$ cat src/rtl/hazard_fwd_ctrl.sv
// hazard_fwd_ctrl
//   Hazard and forwarding controller for the 5-stage pipeline. It keeps a
//   shadow copy of the EX, MEM and WB control fields and uses them to drive
//   the EX operand forwarding selects. It also sequences load-use stalls,
//   multi-cycle multiply holds and branch flushes of the ID entry.
//
//   Parameters: MUL_LAT (cycles a multiply occupies EX, >= 1), RA_W (reg addr width)
//   Ports:
//     clk_i, rst_i                 clock, async active-high reset
//     id_*_i                       ID-stage instruction control fields
//     flush_i                      branch taken, squash the ID entry
//     ForwardA_o / ForwardB_o      00 regfile, 01 WB result, 10 MEM result
//     stall_o                      hold PC and IF/ID
//     bubble_o                     insert a NOP into EX
//     ex_hold_o                    freeze ID/EX, EX/MEM loads a bubble
//   Optional (macro HAZARD_STATS_EN):
//     luh_cnt_o, hold_cnt_o        saturating counts of bubble / hold cycles
module hazard_fwd_ctrl #(
  parameter int unsigned MUL_LAT = 3,
  parameter int unsigned RA_W    = 5
) (
  input  logic            clk_i,
  input  logic            rst_i,
  input  logic            id_valid_i,
  input  logic [RA_W-1:0] id_rs1_i,
  input  logic [RA_W-1:0] id_rs2_i,
  input  logic [RA_W-1:0] id_rd_i,
  input  logic            id_regwrite_i,
  input  logic            id_memread_i,
  input  logic            id_mul_i,
  input  logic            flush_i,
  output logic [1:0]      ForwardA_o,
  output logic [1:0]      ForwardB_o,
  output logic            stall_o,
  output logic            bubble_o,
  output logic            ex_hold_o
`ifdef HAZARD_STATS_EN
  ,
  output logic [31:0]     luh_cnt_o,
  output logic [31:0]     hold_cnt_o
`endif
);

  typedef struct packed {
    logic            valid;
    logic [RA_W-1:0] rs1;
    logic [RA_W-1:0] rs2;
    logic [RA_W-1:0] rd;
    logic            regwrite;
    logic            memread;
    logic            mul;
  } entry_t;

  localparam int unsigned CNT_W = (MUL_LAT > 1) ? $clog2(MUL_LAT) : 1;
  localparam logic [CNT_W-1:0] CNT_LOAD = CNT_W'(MUL_LAT - 1);

  entry_t ex_q, ex_d, mem_q, mem_d, wb_q, wb_d;
  entry_t id_entry;
  logic [CNT_W-1:0] cnt_q, cnt_d;
  logic luh;

  // The WB shadow is kept complete, but only its write-back fields feed logic.
  logic unused_wb_fields;
  assign unused_wb_fields = ^{wb_q.rs1, wb_q.rs2, wb_q.memread, wb_q.mul};

  function automatic logic [1:0] fwd_sel(input entry_t ex, input entry_t mem,
                                         input entry_t wb, input logic [RA_W-1:0] rs);
    logic [1:0] sel;
    sel = 2'b00;
    if (ex.valid) begin
      if (mem.valid && mem.regwrite && (mem.rd != '0) && (mem.rd == rs))
        sel = 2'b10;
      else if (wb.valid && wb.regwrite && (wb.rd != '0) && (wb.rd == rs))
        sel = 2'b01;
    end
    return sel;
  endfunction

  always_comb begin
    ForwardA_o = fwd_sel(ex_q, mem_q, wb_q, ex_q.rs1);
    ForwardB_o = fwd_sel(ex_q, mem_q, wb_q, ex_q.rs2);
  end

  // A flush discards the dependent instruction, so it can never cause a stall.
  always_comb begin
    luh = id_valid_i && !flush_i && ex_q.valid && ex_q.memread && (ex_q.rd != '0) &&
          ((ex_q.rd == id_rs1_i) || (ex_q.rd == id_rs2_i));
    ex_hold_o = (cnt_q != '0);
    stall_o   = luh || ex_hold_o;
    bubble_o  = luh && !ex_hold_o;
  end

  always_comb begin
    id_entry = '0;
    if (id_valid_i && !flush_i) begin
      id_entry.valid    = 1'b1;
      id_entry.rs1      = id_rs1_i;
      id_entry.rs2      = id_rs2_i;
      id_entry.rd       = id_rd_i;
      id_entry.regwrite = id_regwrite_i;
      id_entry.memread  = id_memread_i;
      id_entry.mul      = id_mul_i;
    end
  end

  always_comb begin
    ex_d  = ex_q;
    mem_d = mem_q;
    wb_d  = wb_q;
    cnt_d = cnt_q;
    if (ex_hold_o) begin
      // Multiply still busy: it stays in EX while the rest of the pipe drains.
      mem_d = '0;
      wb_d  = mem_q;
      cnt_d = cnt_q - 1'b1;
    end else if (luh) begin
      ex_d  = '0;
      mem_d = ex_q;
      wb_d  = mem_q;
    end else begin
      ex_d  = id_entry;
      mem_d = ex_q;
      wb_d  = mem_q;
      if (id_entry.valid && id_entry.mul)
        cnt_d = CNT_LOAD;
    end
  end

  always_ff @(posedge clk_i or posedge rst_i) begin
    if (rst_i) begin
      ex_q  <= '0;
      mem_q <= '0;
      wb_q  <= '0;
      cnt_q <= '0;
    end else begin
      ex_q  <= ex_d;
      mem_q <= mem_d;
      wb_q  <= wb_d;
      cnt_q <= cnt_d;
    end
  end

`ifdef HAZARD_STATS_EN
  logic [31:0] luh_cnt_q, luh_cnt_d, hold_cnt_q, hold_cnt_d;

  always_comb begin
    luh_cnt_d  = luh_cnt_q;
    hold_cnt_d = hold_cnt_q;
    if (bubble_o && (luh_cnt_q != 32'hFFFF_FFFF))
      luh_cnt_d = luh_cnt_q + 32'd1;
    if (ex_hold_o && (hold_cnt_q != 32'hFFFF_FFFF))
      hold_cnt_d = hold_cnt_q + 32'd1;
  end

  always_ff @(posedge clk_i or posedge rst_i) begin
    if (rst_i) begin
      luh_cnt_q  <= '0;
      hold_cnt_q <= '0;
    end else begin
      luh_cnt_q  <= luh_cnt_d;
      hold_cnt_q <= hold_cnt_d;
    end
  end

  assign luh_cnt_o  = luh_cnt_q;
  assign hold_cnt_o = hold_cnt_q;
`endif

endmodule

$ cat config.mk
export PLATFORM = sky130hd
export DESIGN_NAME = hazard_fwd_ctrl
export DESIGN_NICKNAME = d
export VERILOG_FILES = /design/src/rtl/hazard_fwd_ctrl.sv
export SDC_FILE = /design/constraint.sdc
export NUM_CORES = 1
export LEC_CHECK = 0
export CAP_MARGIN = 0
export CORE_MARGIN = 3
export CORE_UTILIZATION = 52
export DETAILED_ROUTE_END_ITERATION = 12
export HOLD_SLACK_MARGIN = 0.02
export PLACE_DENSITY = 0.87
export SLEW_MARGIN = 20
export SYNTH_ARGS = -nofsm -noshare
export SYNTH_HDL_FRONTEND = slang
export SYNTH_SLANG_ARGS = --single-unit
export TNS_END_PERCENT = 30
$ cat constraint.sdc
create_clock -name clk_i -period 1.8 [get_ports clk_i]
set_input_delay 0.27 -clock clk_i [delete_from_list [all_inputs] [get_ports clk_i]]
set_output_delay 0.27 -clock clk_i [all_outputs]
set_load 0.02 [all_outputs]
[After elaboration in Yosys (flattened, before gate mapping)]
Index checks and enable logic that the tools add are counted.
Word-level totals
  bits of input ports: 22
  bits in registers: 35
  word-level logic and storage cells: 59
  output and inout port bits: 7
Operators by class
  add/subtract/negate cells: 1
  eq/ne operators: 7
  reductions and logical operators: 25
  multiplexer cells: 12
Operators with widths (number)
  2-to-1 mux 19 bit: 3
  == test 5 bit: 6
  logical AND 1 bit: 15
  nonzero test 5 bit: 3
  2-to-1 mux 2 bit: 7
  nonzero test 2 bit: 2
  logical NOT 1 bit: 2
  logical OR 1 bit: 2
  2-to-1 mux 1 bit: 2
  != test 2 bit, second input constant: 1
  AND reduction 2 bit: 1
  subtractor 2 x 1 -> 2 bit, second input constant: 1

[Depth between registers and ports, before layout]
  word-level depth: 8
  mapped depth: 6

[Least setup slack after synthesis]
No wires, ideal clock.
  path type: reg-to-output
  from: reg mem_q[4] (netlist bit)
  to: out ForwardA_o[0]
  data arrival time: 1.692 ns
  path slack: -0.162 ns
  stages on the path, launching flop included: 5
  path buffers: 0
  cells stage by stage: dfrtp_1 -> or4_1 -> o211ai_2 -> nor4_1 -> nor4_2
Between the ends
  word-level cells in the longest chain between the ends: 5
Ends and longest elaborated chain
  start, declared: line 57  | entry_t ex_q, ex_d, mem_q, mem_d, wb_q, wb_d;
  start signal, assigned: line 137  | mem_q <= mem_d;
  nonzero test 5 bit: line 71  | if (mem.valid && mem.regwrite && (mem.rd != '0) && (mem.rd == rs))
  logical AND 1 bit: line 71
  logical AND 1 bit (*): line 71
  2-to-1 mux 2 bit (*): line 71
  2-to-1 mux 2 bit (*): line 70  | if (ex.valid) begin
  end, declared: line 32  | output logic [1:0] ForwardA_o,
Every way passes the cells marked *; elsewhere a longest branch is shown, timed or not.

[Final worst setup path]
  from: reg mem_q[4] (netlist bit)
  to: out ForwardA_o[1]
Same word-level chain as after synthesis.

==> parameters.txt <==
Parameter                              Value

Floorplanning
  Area of the core ... 0.003128 mm^2
  I/O pins ... 29
  FP Rows ... 20
  Die width ... 63.90 um
  Total Die Area ... 0.004083 mm^2
  Initial cell density of the core ... 0.5572
  Die Y-Extent ... around 64 um

Setup path
  Source of the worst register-to-register timing path ... ex_q[6]
  Worst setup SP type ... register
  Setup Crit Path Kind ... reg2out
  Worst setup slack for register-to-register paths ... 0.12 ns
  Category of the worst setup path capture point ... output port
  Data arrival at the endpoint of the critical path ... 1.98 ns
  Destination of the worst register-to-register timing path ... ex_q[12]
  Data required time of the worst path ... 1.53 ns
  Critical path fanouts, max ... 2
  Reg2reg path depth ... 6

Clock network
  Maximum clock insertion buffer count ... 2
  Clock Pin Slew Worst Setup and Hold Paths ... between 0.1 and 0.15 ns
  Inserted Clock Buffers ... 5
  Clock tree from TritonCTS ... built
  CTS root buffer ... clkbuf_4
  Total clock sinks ... 34
  Worst-Skew Late Latency ... 0.33 ns
  CTS HTree Levels ... 2

Placement
  Dpl hpwl ... 3290 um
  Input/output buffers ... 28
  Cell Count Post-Placement ... 269
  Cell Area, Placed ... 0.002376 mm^2
  Worst slack at placement ... -0.5973 ns
  Weighted congestion reported at the end of routability-driven placement ... ~0.84

Synthesis
  Post-synthesis cell type count ... 33
  Cell count after synthesis ... 160
  Warning count from the yosys run ... 0
  Leading area contributor after synthesis ... dfrtp_1
  Portion of synthesized cell area occupied by the leading cell type ... 0.4882
  Mean post-synth cell area ... 10.89 um^2
  Sequential element share of the synthesized area ... 0.4882
  Post-synth net total ... 184
  #FFs+latches synth ... 34
  Post-synthesis cell area ... 0.001743 mm^2
  Top post-synthesis cells by area ... dfrtp_1 (49%), xnor2_1 (9.0%), o2bb2ai_1 (8.5%), nand3_1 (7.5%), xor2_1 (6.0%)

Routing
  Initial drt markers ... 86
  Average wire per standard cell ... 19.10 um
  Via total after detailed routing ... around 1.6k
  Final ANT Viol Nets ... 0
  Vias per cell ... 5.842
  Length of the first detailed-routing pass in iterations ... 4
  Residual DRC count ... 0
  Post-Route WL ... 5310 um

Cells and area
  Final #Nets ... between 200 and 300
  Antenna diode instance count ... 0
  Count of non-filler cells in the finished layout ... 278
  Commonest cells after routing, fill and taps aside ... buf_4 (46), dfrtp_1 (30), nand3_1 (26)
  Sequential cell area ... roughly 860 um^2
  Layout overhead on the synthesized area ... 46.73%
  Total area of multi-input combinational cells ... 950.9 um^2
  Leading cell type in the layout, fill and taps excluded ... buf_4
  Final standard cell area without fillers ... 0.002557 mm^2
  Proportion of layout cells with a drive suffix above 1 ... 0.3846
  Number of fill cells in the layout ... 176

Global route
  Vias in the first global route ... 1635
  Global-route congestion overflow total ... 0
  First-pass GRT wire length ... 7734 um
  Overall routing resource usage ... 0.2507
  Pin count of the biggest net entering global routing ... 35
  Initial antenna violation count ... 0

Pwr
  Lkg Pwr ... around 1.2 nW
  Peak supply drop ... 0.0009205 V
  PwrDens ... 1497 mW/mm^2

STA
  Endpoints failing hold ... 0
  Worst slew pin tran ... between 0.4 and 0.5 ns
  Final min period ... 2.251 ns
  Highest attainable clock frequency ... 444.3 MHz
  Unrepaired setup endpoints after global routing ... true
  Max-Slew Margin vs Limit ... 0.7109
  Setup skew after layout ... 0.007005 ns
  Crit share post-route ... 1.251
  Worst Setup Slack, final ... -0.4509 ns
  Count of endpoints failing setup in the final report ... 6
  Final slew viol count ... 0

Flow run
  Number of violations of the max-capacitance limit ... 0

Worst hold path
  Worst min path class ... in2async

Status
  Failing checks ... negative setup slack
  Status ... finished, violations left
[worst max-delay path by stage]
| stage | start | to | slack (ns) | cells past startpoint |
|---|---|---|---|---|
| 3_5_place_dp | id_valid_i | bubble_o | -0.60 | 7 |
| 3_3_place_gp | id_rs1_i[2] | bubble_o | -0.56 | 7 |
| 6_report | mem_q[4] | ForwardA_o[1] | -0.45 | 5 |
| 4_1_cts | wb_q[7] | ForwardA_o[0] | -0.46 | 5 |
| 5_1_grt | mem_q[4] | ForwardB_o[0] | -0.51 | 5 |
| 2_1_floorplan | mem_q[4] | ForwardB_o[0] | -0.13 | 4 |
[per-layer routing]
metal / wire length, um / share of wire / up-vias / GRT usage
met3: 418 / 0.079 / 22 / 0.04394
met4: 225 / 0.042 / 0 / 0.1024
met5: 0 / 0 / - / 0
met1: 1932 / 0.36 / 789 / 0.2933
li1: - / - / 718 / -
met2: 2733 / 0.51 / 95 / 0.4490
[power by group]
group          total (mW)  switching, mW  leakage, nW  internal (mW)
Sequential           1.29          0.268        0.453           1.02
Clock               0.552          0.265       0.0450          0.288
Combinational        1.99          0.960        0.692           1.03
[state kept, by name, summed over array words and instances, names as in the netlist]
| register | cells |
|---|---|
| ex_q | 18 |
| mem_q | 7 |
| wb_q | 7 |
| cnt_q | 2 |
[through the flow]
stage	hold WS, ns	power, mW	utilization	setup TNS [ns]
after global routing	0.3340	4.022	0.8176	-2.582
after CTS	0.3327	3.582	0.7908	-2.442
final	0.3149	3.830	0.8176	-2.128
after detailed placement	0.3818	2.949	0.7596	-4.756
after floorplan	0.3710	2.125	-	-0.2564
after global placement	0.3762	2.827	0.7596	-3.553
[cell usage after synthesis, drive strengths merged]
| library cell | number |
|---|---|
| nand2b | 1 |
| nor2b | 2 |
| a31o | 1 |
| nor4 | 3 |
| o22ai | 1 |
| a21oi | 2 |
| clkinv | 1 |
| nand3 | 26 |
| xor2 | 12 |
| o2111ai | 1 |
| nor3 | 3 |
| xnor2 | 18 |
| clkbuf | 5 |
| and3 | 1 |
| nand4 | 1 |
| nand2 | 3 |
| a21boi | 2 |
| a311oi | 1 |
| inv | 3 |
| and2 | 10 |
| buf | 3 |
| dfrtp | 34 |
| o211ai | 2 |
| or4 | 3 |
| mux2 | 1 |
| ha | 2 |
| o2bb2ai | 17 |
| nor2 | 1 |
[cell type report]
type / count / share of cell area
Tap cell: 44 / 0.02153
Multi-Input combinational cell: 114 / 0.3718
Timing Repair Buffer: 74 / 0.2358
Inverter: 4 / 0.005871
Sequential cell: 34 / 0.3346
Clock inverter: 3 / 0.01566
Clock buffer: 5 / 0.01468
[worst max-delay path, stage by stage, from the launching register on]
cell and delay (ns):
dfrtp_1 0.42, or4_4 0.56, o211ai_4 0.23, nor4_2 0.09
and2_2 0.20, buf_2 0.16
[repair_timing]
action / CTS / global route
setup endpoints to repair: 8 / 8
endpoints found under the hold margin: 0 / 0
hold buffers: 0 / 0
gates resized for setup: 33 / 26
pin swaps: 4 / 7
buffers inserted: 0 / 1
[cell families (layout without fill, tap and decap cells)]
family	Yosys count	in the layout	synth area share
AOI/OAI and AO/OA	27	27	0.1335
xor gates and xnor gates	30	30	0.1508
adders and majority gates	2	2	0.01436
buffers and inverters	12	86	0.03158
DFF	34	34	0.4882
muxes	1	1	0.006460
and+or+nand+nor	54	54	0.1752
(Power assumes the default switching activity.)
